File: config.mk
export PLATFORM = sky130hd
export DESIGN_NAME = enigma_rotor_stepper
export DESIGN_NICKNAME = d
export VERILOG_FILES = /design/src/rtl/enigma_rotor_stepper.sv
export SDC_FILE = /design/constraint.sdc
export NUM_CORES = 1
export LEC_CHECK = 0
export BUFFER_PORTS_ARGS = -buffer_cell sky130_fd_sc_hd__buf_4
export CAP_MARGIN = 20
export CORE_MARGIN = 2
export CORE_UTILIZATION = 47
export DETAILED_ROUTE_END_ITERATION = 10
export GPL_TIMING_DRIVEN = 0
export HOLD_SLACK_MARGIN = 0.15
export PLACE_DENSITY = 0.73
export RECOVER_POWER = 50
export SYNTH_ARGS = -nofsm -noshare
export SYNTH_HDL_FRONTEND = slang
export SYNTH_HIERARCHICAL = 1
export SYNTH_SLANG_ARGS = --single-unit
File: constraint.sdc
create_clock -name clk -period 2.2 [get_ports clk]
set_input_delay 0 -clock clk [delete_from_list [all_inputs] [get_ports clk]]
set_output_delay 0 -clock clk [all_outputs]
set_load 0.02 [all_outputs]
File: src/rtl/enigma_rotor_stepper.sv
// Enigma rotor stepping controller: owns the three rotor positions and advances them
// once per keypress with odometer carry, notch turnover and the middle-rotor double-step.

module enigma_rotor_cell (
    input  logic       clk,
    input  logic       rst,
    input  logic       load,
    input  logic [4:0] load_val,
    input  logic       adv,
    output logic [4:0] pos,
    output logic       load_bad
);
    // Out-of-range start positions are replaced by 0 so pos never leaves 0..25.
    assign load_bad = load && (load_val > 5'd25);

    always_ff @(posedge clk) begin
        if (rst) begin
            pos <= '0;
        end else if (load) begin
            pos <= load_bad ? 5'd0 : load_val;
        end else if (adv) begin
            pos <= (pos == 5'd25) ? 5'd0 : pos + 5'd1;
        end
    end
endmodule

module enigma_rotor_stepper #(
    parameter int unsigned NOTCH0 = 21,
    parameter int unsigned NOTCH1 = 4,
    parameter int unsigned NOTCH2 = 16,
    parameter int unsigned CNT_W  = 16
) (
    input  logic             clk,
    input  logic             rst,
    input  logic             load_en,
    input  logic [4:0]       load_pos0,
    input  logic [4:0]       load_pos1,
    input  logic [4:0]       load_pos2,
    input  logic             step_req,
    input  logic             enc_done,
    output logic             step_ready,
    output logic             pos_valid,
    output logic [4:0]       pos0,
    output logic [4:0]       pos1,
    output logic [4:0]       pos2,
    output logic             load_err,
    output logic [CNT_W-1:0] char_count
);
    localparam int unsigned NUM_ROTORS = 3;

    typedef enum logic {
        IDLE = 1'b0,
        HOLD = 1'b1
    } state_t;

    // NOTCH2 carries no turnover today; kept in the table so a 4th rotor can reuse it.
    function automatic logic [4:0] notch_of(input int unsigned idx);
        case (idx)
            0:       notch_of = 5'(NOTCH0);
            1:       notch_of = 5'(NOTCH1);
            default: notch_of = 5'(NOTCH2);
        endcase
    endfunction

    state_t state_q, state_d;
    logic   do_load, do_step;
    logic   s1, s2;

    logic [NUM_ROTORS-1:0][4:0] load_vec;
    logic [NUM_ROTORS-1:0][4:0] pos_vec;
    logic [NUM_ROTORS-1:0]      adv_vec;
    logic [NUM_ROTORS-1:0]      bad_vec;

    assign load_vec = {load_pos2, load_pos1, load_pos0};

    // Carry decisions look only at pre-step positions; the middle rotor also
    // steps itself when sitting on its own notch (double-step).
    assign s1 = (pos_vec[0] == notch_of(0)) || (pos_vec[1] == notch_of(1));
    assign s2 = (pos_vec[1] == notch_of(1));

    assign adv_vec = {do_step & s2, do_step & s1, do_step};

    genvar r;
    generate
        for (r = 0; r < NUM_ROTORS; r++) begin : g_rotor
            enigma_rotor_cell u_cell (
                .clk      (clk),
                .rst      (rst),
                .load     (do_load),
                .load_val (load_vec[r]),
                .adv      (adv_vec[r]),
                .pos      (pos_vec[r]),
                .load_bad (bad_vec[r])
            );
        end
    endgenerate

    always_ff @(posedge clk) begin
        if (rst) begin
            state_q <= IDLE;
        end else begin
            state_q <= state_d;
        end
    end

    // Requests arriving in HOLD are dropped, not queued.
    always_comb begin
        state_d = state_q;
        do_load = 1'b0;
        do_step = 1'b0;
        case (state_q)
            IDLE: begin
                if (load_en) begin
                    do_load = 1'b1;
                end else if (step_req) begin
                    do_step = 1'b1;
                    state_d = HOLD;
                end
            end
            HOLD: begin
                if (enc_done) state_d = IDLE;
            end
            default: state_d = IDLE;
        endcase
    end

    always_ff @(posedge clk) begin
        if (rst) begin
            char_count <= '0;
            load_err   <= 1'b0;
        end else begin
            if (do_step) char_count <= char_count + 1'b1;
            if (|bad_vec) load_err <= 1'b1;
        end
    end

    assign step_ready = (state_q == IDLE);
    assign pos_valid  = (state_q == HOLD);
    assign pos0       = pos_vec[0];
    assign pos1       = pos_vec[1];
    assign pos2       = pos_vec[2];
endmodule

==> impl_metrics.py, run 1 <==
metrics = {
    "status": {
        "status": "complete, no violations",
    },
    "yosys": {
        "synth_top_cell_by_area": "dfxtp_1",
        "synth_commonest_cells": "33 x dfxtp_1, 30 x nor2_1, 17 x nand2_1",
        "synth_flop_cell": "dfxtp_1",
        "synth.most_common_cell": "dfxtp_1",
        "syn_avg_cell_area_um2": 8.31,
        "synthCells": 231,
        "synth_top_cell_area_share": 0.344,
        "synth_seq_area_share": 0.344,
        "ys_async_sr_fraction": 0,
        "synth_edf_count": 0,
        "synth_area_leaders": "dfxtp_1 34%, nor2_1 5.9%, ha_1 4.6%",
        "synth.cell_area_um2": 1920,
        "ys_ff_latch": 33,
        "synthDistinctLibCells": 42,
        "yosysWarnings": 6,
        "synth_nets": 258,
    },
    "timing": {
        "tightestPinTransition_ps": 923,
        "post-route-period-util": 0.959,
        "drv_slew": 0,
        "final-hold-violation-count": 0,
        "worst_slew_margin_rel": 0.384,
        "period_minus_slack_ps": 2110,
        "rsz0062_at_grt": "true",
        "fin_skew_ps": 3.38,
        "max_freq_ghz": 0.474,
        "setup_violations": 0,
    },
    "global_route": {
        "grt_first_pass_wirelength_mm": 7.80,
        "grt_pass1_vias": 1639,
        "grt_max_degree": 25,
        "overflow": 0,
        "grtUsageTotal": 0.222,
        "antenna_found_initial": 0,
    },
    "floorplanning": {
        "die_y_um": 67.9,
        "initial_core_util": 0.484,
        "io_pins": 54,
        "design.die.area_um2": 4610,
        "die_w_um": 67.9,
        "num_rows": 23,
        "fp.coreArea_um2": 3970,
    },
    "clock_tree": {
        "clk_latency_ps": 280,
        "clock-sinks": 33,
        "h-tree-depth": 2,
        "ctsLongestPathBuffers": 2,
        "cts_tree": "done",
        "cts_made_buffers": 5,
        "cts-root-buf": "clkbuf_8",
        "clkTransAtPathRegs_ps": 70,
    },
    "routing": {
        "drt_first_pass_iters": 4,
        "drcViolationCount": 0,
        "detail-route-antenna-nets": 0,
        "wl_per_cell_um": 13.5,
        "vias": 1965,
        "routed_wirelength_mm": 4.85,
        "viasPerCell": 5.46,
        "drtIter0Drc": 132,
    },
    "worst_hold_path": {
        "hp-class": "in -> reg",
    },
    "placed_design": {
        "dp_cells": 334,
        "dp.final_hpwl_mm": 3.38,
        "io_buffers": 53,
        "place_congestion": 0.845,
    },
    "critical_path": {
        "r2r_slack_ps": 90,
        "cp.required_ps": 2360,
        "crit_fanout": 5,
        "crit_arrival_ps": 2280,
        "endpoint_kind": "register",
        "worstSetupPathType": "reg -> reg",
        "crit_path_start_kind": "register",
    },
    "finish": {
        "area_growth_pct": 34.0,
        "nNetsFinal": 336,
        "utilization": 0.648,
        "layout-drive-gt1-share": 0.165,
        "stdcell_count": 360,
        "diodes": 0,
    },
    "run": {
        "drv_cap": 0,
    },
    "power": {
        "p_leak_nw": 0.931,
        "ir_worst_vdd_mv": 0.384,
        "powerDensity_nw_per_um2": 552,
    },
}
[critical path: stages, from the launching register on]
cell and delay, ps:
dfxtp_1 350, or4b_2 710, nor3_4 270, a31o_4 160
nor2_1 80, a311oi_1 350, a211oi_1 80
[cell families after synthesis]
| family | count (synthesis) | synth area share |
|---|---|---|
| buffers and inverters | 16 | 0.0371 |
| flip-flops | 33 | 0.344 |
| AO/OA/AOI/OAI | 52 | 0.177 |
| AND/OR/NAND/NOR | 110 | 0.335 |
| multiplexers | 2 | 0.0117 |
| XOR/XNOR | 11 | 0.0502 |
| adder cells (fa/ha/maj) | 7 | 0.0456 |
[per-stage QoR]
| stage | worst slack [ps] | setup TNS (ps) | instance area (um^2) | hold slack (ps) | total power, mW |
|---|---|---|---|---|---|
| 2_1_floorplan | 23.5 | 0 | 1920 | 69.1 | 0.806 |
| 3_3_place_gp | -220 | -777 | 2380 | 273 | 0.910 |
| 3_5_place_dp | -228 | -881 | 2380 | 264 | 0.911 |
| 4_1_cts | 11.8 | 0 | 2660 | 163 | 1.45 |
| 5_1_grt | -4.73 | -4.73 | 2570 | 181 | 1.48 |
| 6_report | 89.4 | 0 | 2570 | 176 | 1.42 |
[placed cells by master, fill, tap and decap left out, drive strengths merged]
cell type    Yosys  routed
nor4bb           1       1
o21ai           13      13
nor3b            3       3
nor3             8       8
nand2b           1       1
ha               7       7
a21oi           10      10
and3             1       1
nand3b           3       3
xnor2            9       9
or2b             1       1
nand2           17      17
nand3           11      11
a31o             2       2
clkbuf           2      38
mux2             2       2
and2             1       1
dlygate4sd3      0      17
and4b            3       3
o2bb2ai          3       3
a21o             3       3
nor2            30      30
buf              4      29
dfxtp           33      33
a211oi           6       6
clkinv           0       1
or3b             1       1
nor2b            6       6
or4b             1       1
xor2             2       2
nor4            11      11
nand4b           6       6
inv             10      10
a31oi            6       6
a311oi           3       3
o41ai            3       3
or3              1       1
nand4            4       4
o211ai           3       3
[report_power, final]
group / leakage, nW / total (mW) / switching, mW / internal [mW]
sequential: 0.270 / 0.658 / 0.0353 / 0.622
combinational: 0.607 / 0.255 / 0.140 / 0.115
clock: 0.0542 / 0.509 / 0.226 / 0.283
[sequential cells by signal (all words and copies together), names as in the netlist]
name                flops
load_err                1
g_rotor.u_cell/pos     15
pos_valid               1
char_count             16
[worst paths after layout]
check                            from                       end  cells after the start
max          g_rotor[1].u_cell/pos[1]  g_rotor[1].u_cell/pos[1]                      6
min reg2reg                  load_err                  load_err                      2
min                           load_en             char_count[4]                      4
max reg2reg  g_rotor[1].u_cell/pos[1]  g_rotor[1].u_cell/pos[1]                      6
[timing repair]
item	CTS	global route
setup endpoints to repair	8	5
setup buffers	0	1
pin swaps	0	1
gates resized for setup	2	3
hold buffers	17	0
endpoints found under the hold margin	16	0
[final cells by class]
cell class	count	area, um^2
inverters	10	37.5
plain buffers	6	33.8
multi-input cells	182	1210
clock buffers	7	96.3
clock inverters	1	5.00
flip-flops and latches	33	663
fillers	379	1400
well taps	50	62.6
repair buffers	71	467
[layer usage]
metal  wire (um)  vias to the layer above  global-route usage
met5           0                        -                   0
met4          51                        0              0.0775
met3         169                        4              0.0428
met2        2180                       44               0.337
met1        2450                      907               0.312
li1            -                     1010                   -
Power figures use the tool's default switching activity.
==> run 2: changes to the inputs <==
--- a/config.mk
+++ b/config.mk
@@ -14,6 +14,7 @@
 export HOLD_SLACK_MARGIN = 0.15
 export PLACE_DENSITY = 0.73
 export RECOVER_POWER = 50
+export SETUP_SLACK_MARGIN = 0.2
 export SYNTH_ARGS = -nofsm -noshare
 export SYNTH_HDL_FRONTEND = slang
 export SYNTH_HIERARCHICAL = 1
==> impl_metrics.py, run 2 (synthesized netlist as in run 1, its figures left out) <==
metrics = {
    "routing": {
        "routed_wirelength_mm": 5.06,
        "vias": 2063,
        "drcViolationCount": 0,
        "wl_per_cell_um": 14.0,
        "detail-route-antenna-nets": 0,
        "drt_first_pass_iters": 4,
        "viasPerCell": 5.71,
        "drtIter0Drc": 148,
    },
    "timing": {
        "post-route-period-util": 0.862,
        "period_minus_slack_ps": 1900,
        "tightestPinTransition_ps": 532,
        "drv_slew": 0,
        "max_freq_ghz": 0.527,
        "worst_slew_margin_rel": 0.644,
        "setup_violations": 0,
        "fin_skew_ps": 2.64,
        "finalSetupTns_ps": 0,
        "rsz0062_at_grt": "false",
        "final-hold-violation-count": 0,
    },
    "clock_tree": {
        "cts-root-buf": "clkbuf_8",
        "clkTransAtPathRegs_ps": 60,
        "cts_made_buffers": 5,
        "h-tree-depth": 2,
        "clk_latency_ps": 280,
        "cts_tree": "done",
        "ctsLongestPathBuffers": 2,
        "clock-sinks": 33,
    },
    "power": {
        "ir_worst_vdd_mv": 0.314,
        "p_leak_nw": 0.908,
        "powerDensity_nw_per_um2": 524,
        "p_total_mw": 1.35,
    },
    "placed_design": {
        "io_buffers": 53,
        "dp.final_hpwl_mm": 3.50,
        "place_congestion": 0.871,
    },
    "floorplanning": {
        "initial_core_util": 0.484,
        "die_y_um": 67.9,
        "fp.coreArea_um2": 3970,
        "die_w_um": 67.9,
        "io_pins": 54,
        "design.die.area_um2": 4610,
        "num_rows": 23,
    },
    "finish": {
        "largest_register_ff_count": 16,
        "fillers": 394,
        "final_cell_mix": "36 x clkbuf_1, 32 x dfxtp_1, 30 x nor2_1",
        "area_growth_pct": 34.1,
        "final_common_cell": "clkbuf_1",
        "diodes": 0,
        "layout-drive-gt1-share": 0.161,
        "nNetsFinal": 337,
        "reg_top3": "char_count: 16 flops, g_rotor.u_cell/pos: 15 flops",
        "top_register": "char_count",
    },
    "critical_path": {
        "crit_fanout": 5,
        "cp.required_ps": 2370,
        "worstSetupPathType": "reg -> reg",
        "crit_arrival_ps": 2060,
        "crit_path_start_kind": "register",
        "endpoint_kind": "register",
    },
    "global_route": {
        "grt_max_degree": 25,
        "antenna_found_initial": 0,
        "grt_first_pass_wirelength_mm": 8.27,
        "grt_pass1_vias": 1871,
        "grtUsageTotal": 0.233,
        "overflow": 0,
    },
    "status": {
        "status": "complete, no violations",
    },
    "worst_hold_path": {
        "hp-class": "in -> reg",
    },
    "run": {
        "drv_cap": 0,
    },
}
==> run 2: cell count changes in the layout (fill, tap and decap cells not counted), sizes merged <==
cell,delta
clkbuf,+3
clkinv,-1
clkinvlp,+1
inv,-1
buf,-1
==> run 2: final timing paths <==
path              depth (start not counted)  slack, ps      start              to
setup / recovery                          5        300  pos_valid  char_count[15]
hold / removal                            4        230    load_en       pos_valid
setup reg to reg                          5        300  pos_valid  char_count[15]
hold reg to reg                           2        530   load_err        load_err
==> run 2: area by class of cell <==
class / instances / area (um^2) / share of cell area
clock buffers: 8 / 80.1 / 0.0311
inverters: 10 / 41.3 / 0.0160
repair buffers: 72 / 467 / 0.181
multi-input cells: 182 / 1230 / 0.476
plain buffers: 6 / 33.8 / 0.0131
flip-flops and latches: 33 / 664 / 0.258
well taps: 50 / 62.6 / 0.0243
==> run 2: power breakdown <==
group / internal, mW / switching (mW) / total, mW
combinational: 0.115 / 0.143 / 0.258
clock: 0.225 / 0.208 / 0.433
sequential: 0.622 / 0.0384 / 0.660
==> run 2: worst max-delay path: stages (launching register included) <==
cell	delay (ps)
dfxtp_1	360
or3b_4	440
buf_4	170
nor4_4	330
nand3_1	160
mux2_1	330
==> run 2: metrics by stage <==
step / util / worst slack, ps / hold WS (ps) / instances / instance area, um^2
after floorplan: - / 205 / 62.0 / 231 / 1930
after global placement: 0.601 / 33.7 / 270 / 334 / 2390
after detailed placement: 0.601 / 57.0 / 271 / 334 / 2390
after CTS: 0.669 / 259 / 196 / 360 / 2660
after global routing: 0.649 / 209 / 241 / 361 / 2580
final: 0.649 / 304 / 226 / 361 / 2580
==> run 2: metal layers <==
layer	wire length, um	track usage
met5	0	0
met4	75	0.0650
met3	279	0.0543
met2	2450	0.400
met1	2260	0.289
==> run 2: timing repair <==
item,4_1_cts,5_1_grt
resized for setup,2,7
endpoints found under the hold margin,16,0
buffers inserted,1,1
gates cloned,0,0
endpoints found under the setup margin,5,4
pin swaps,1,1
hold buffers,17,0
==> run 3: changes to the inputs <==
--- a/config.mk
+++ b/config.mk
@@ -5,14 +5,17 @@
 export SDC_FILE = /design/constraint.sdc
 export NUM_CORES = 1
 export LEC_CHECK = 0
+export ABC_AREA = 1
 export BUFFER_PORTS_ARGS = -buffer_cell sky130_fd_sc_hd__buf_4
 export CAP_MARGIN = 20
+export CELL_PAD_IN_SITES_DETAIL_PLACEMENT = 0
+export CELL_PAD_IN_SITES_GLOBAL_PLACEMENT = 2
 export CORE_MARGIN = 2
-export CORE_UTILIZATION = 47
+export CORE_UTILIZATION = 26
 export DETAILED_ROUTE_END_ITERATION = 10
 export GPL_TIMING_DRIVEN = 0
 export HOLD_SLACK_MARGIN = 0.15
-export PLACE_DENSITY = 0.73
+export PLACE_DENSITY = 0.74
 export RECOVER_POWER = 50
 export SETUP_SLACK_MARGIN = 0.2
 export SYNTH_ARGS = -nofsm -noshare
==> impl_metrics.py, run 3 <==
metrics = {
    "yosys": {
        "synth_commonest_cells": "77 x nand2_1, 48 x inv_1, 42 x nor2_1",
        "synth_nets": 380,
        "synth_top_cell_area_share": 0.289,
        "ys_async_sr_fraction": 0,
        "synthDistinctLibCells": 30,
        "ys_ff_latch": 33,
        "synth_flop_cell": "dfxtp_1",
        "synth_edf_count": 0,
        "synth.most_common_cell": "nand2_1",
        "synth_seq_area_share": 0.289,
        "synth_top_cell_by_area": "dfxtp_1",
        "synth_area_leaders": "dfxtp_1 29%, nand2_1 13%, inv_1 7.9%",
        "synthCells": 353,
        "syn_avg_cell_area_um2": 6.47,
        "synth.cell_area_um2": 2280,
        "yosysWarnings": 6,
    },
    "routing": {
        "viasPerCell": 4.23,
        "routed_wirelength_mm": 5.90,
        "wl_per_cell_um": 10.9,
        "drt_first_pass_iters": 4,
        "detail-route-antenna-nets": 0,
        "vias": 2295,
        "drcViolationCount": 0,
        "drtIter0Drc": 43,
    },
    "critical_path": {
        "crit_path_start_kind": "register",
        "r2r_slack_ps": 420,
        "r2r_start": "pos_valid",
        "critical-path-max-stage-delay_ps": 540,
        "r2r_cells": 7,
        "cp.required_ps": 2420,
        "crit_arrival_ps": 1990,
        "endpoint_kind": "register",
        "reg2reg_to": "load_err",
        "crit_fanout": 15,
        "startpoint": "pos_valid",
        "path_cells": "nor2_4 > buf_16 > nand2_1 > nor2_1 > dlygate4sd3_1 > nor4_1 > nor2_1",
        "path_common_cell": "nor2_1",
        "cp_slowest_cell": "dlygate4sd3_1",
        "worstSetupPathType": "reg -> reg",
    },
    "timing": {
        "holdWs_ps": 163,
        "final-hold-violation-count": 0,
        "drv_slew": 0,
        "post-route-period-util": 0.808,
        "fin_skew_ps": 8.46,
        "period_minus_slack_ps": 1780,
        "tightestPinTransition_ps": 317,
        "worst_slew_margin_rel": 0.788,
        "finalSetupTns_ps": 0,
        "max_freq_ghz": 0.562,
        "rsz0062_at_grt": "false",
        "setup_violations": 0,
    },
    "clock_tree": {
        "cts-root-buf": "clkbuf_8",
        "clk_latency_ps": 280,
        "clock-sinks": 33,
        "cts_tree": "done",
        "clkTransAtPathRegs_ps": 80,
        "cts_made_buffers": 5,
        "postCtsSetupBuffers": 0,
        "h-tree-depth": 2,
        "ctsLongestPathBuffers": 2,
    },
    "placed_design": {
        "io_buffers": 53,
        "place_congestion": 0.725,
        "dp.final_hpwl_mm": 4.59,
        "dp_cells": 515,
        "placedInstanceArea_um2": 2850,
    },
    "power": {
        "p_total_mw": 1.51,
        "swShare": 0.331,
        "clkPwrFrac": 0.299,
        "p_seq_frac": 0.449,
        "ir_worst_vdd_mv": 0.203,
        "p_int_mw": 1.01,
        "powerDensity_nw_per_um2": 503,
        "p_leak_nw": 1.37,
        "p_comb_frac": 0.252,
        "p_sw_mw": 0.499,
    },
    "floorplanning": {
        "io_pins": 54,
        "num_rows": 34,
        "design.die.area_um2": 9540,
        "fp.coreArea_um2": 8640,
        "die_w_um": 97.7,
        "die_y_um": 97.7,
        "initial_core_util": 0.264,
    },
    "global_route": {
        "grt_max_degree": 16,
        "overflow": 0,
        "grt_pass1_vias": 2131,
        "antenna_found_initial": 0,
        "grtUsageTotal": 0.127,
        "grt_first_pass_wirelength_mm": 9.96,
    },
    "status": {
        "status": "complete, no violations",
    },
    "run": {
        "drv_cap": 0,
    },
    "finish": {
        "fillers": 972,
        "diodes": 0,
        "stdcell_count": 542,
        "final_common_cell": "nand2_1",
        "nNetsFinal": 460,
        "area_growth_pct": 31.4,
        "final_cell_mix": "77 x nand2_1, 48 x inv_1, 41 x nor2_1",
        "reg_top3": "char_count: 16 flops, g_rotor.u_cell/pos: 15 flops",
        "layout-drive-gt1-share": 0.191,
        "largest_register_ff_count": 16,
        "top_register": "char_count",
        "postLayoutCellArea_um2": 3000,
    },
    "worst_hold_path": {
        "min_from": "step_req",
        "hold_path_depth": 4,
        "hp-class": "in -> reg",
        "whs_endpoint": "char_count[3]",
    },
}
-- run 3: how the worst max path moves through the flow --
stage | endpoint | slack (ps) | cells after the start
after floorplan | g_rotor[0].u_cell/pos[4] | 270 | 6
after global placement | load_err | -230 | 5
after detailed placement | g_rotor[1].u_cell/pos[2] | 720 | 9
after CTS | load_err | 250 | 7
after global routing | load_err | 300 | 7
final | load_err | 420 | 7
-- run 3: cell families after synthesis --
| kind of cell | after synthesis | synth area share |
|---|---|---|
| and+or+nand+nor | 198 | 0.431 |
| DFF | 33 | 0.289 |
| adders and majority gates | 7 | 0.0384 |
| buffers and inverters | 73 | 0.132 |
| AOI/OAI and AO/OA | 39 | 0.0970 |
| xor gates and xnor gates | 3 | 0.0115 |
-- run 3: stage by stage --
| step | setup slack, ps | util |
|---|---|---|
| 3_5_place_dp | 716 | 0.329 |
| 6_report | 422 | 0.347 |
| 4_1_cts | 250 | 0.361 |
| 3_3_place_gp | -229 | 0.326 |
| 2_1_floorplan | 266 | - |
| 5_1_grt | 298 | 0.347 |
-- run 3: repair_timing --
action / in CTS / in global routing
endpoints found under the hold margin: 20 / 0
hold buffers: 19 / 0
resized for setup: 0 / 1
setup endpoints to repair: 0 / 1
-- run 3: metal layers --
layer	GRT usage	share of wire
met5	0	0
met4	0.0321	0.0086
met3	0.0237	0.031
met2	0.216	0.47
met1	0.165	0.50
-- run 3: critical path, delay by kind of cell, from the launching register on --
| kind | cells | cell delay (ps) |
|---|---|---|
| buffers and inverters | 2 | 740 |
| flip-flops | 1 | 370 |
| AND/OR/NAND/NOR | 5 | 590 |
-- run 3: area by class of cell --
type                       count  area, um^2  share of cell area
timing repair buffer          73         492               0.164
clock inverter                 2        10.0             0.00334
sequential                    33         661               0.220
buffer                         5        38.8              0.0129
multi-input combinational    247        1330               0.443
inverter                      68         263              0.0876
clock buffer                   6        72.6              0.0242
tap                          108         135              0.0451
-- run 3: power groups by stage --
stage | Sequential, mW | Combinational [mW] | Clock (mW)
final | 0.677 | 0.380 | 0.451
after global placement | 0.692 | 0.376 | 0
after floorplan | 0.716 | 0.212 | 0
after global routing | 0.683 | 0.427 | 0.498
after CTS | 0.679 | 0.409 | 0.474
after detailed placement | 0.693 | 0.382 | 0
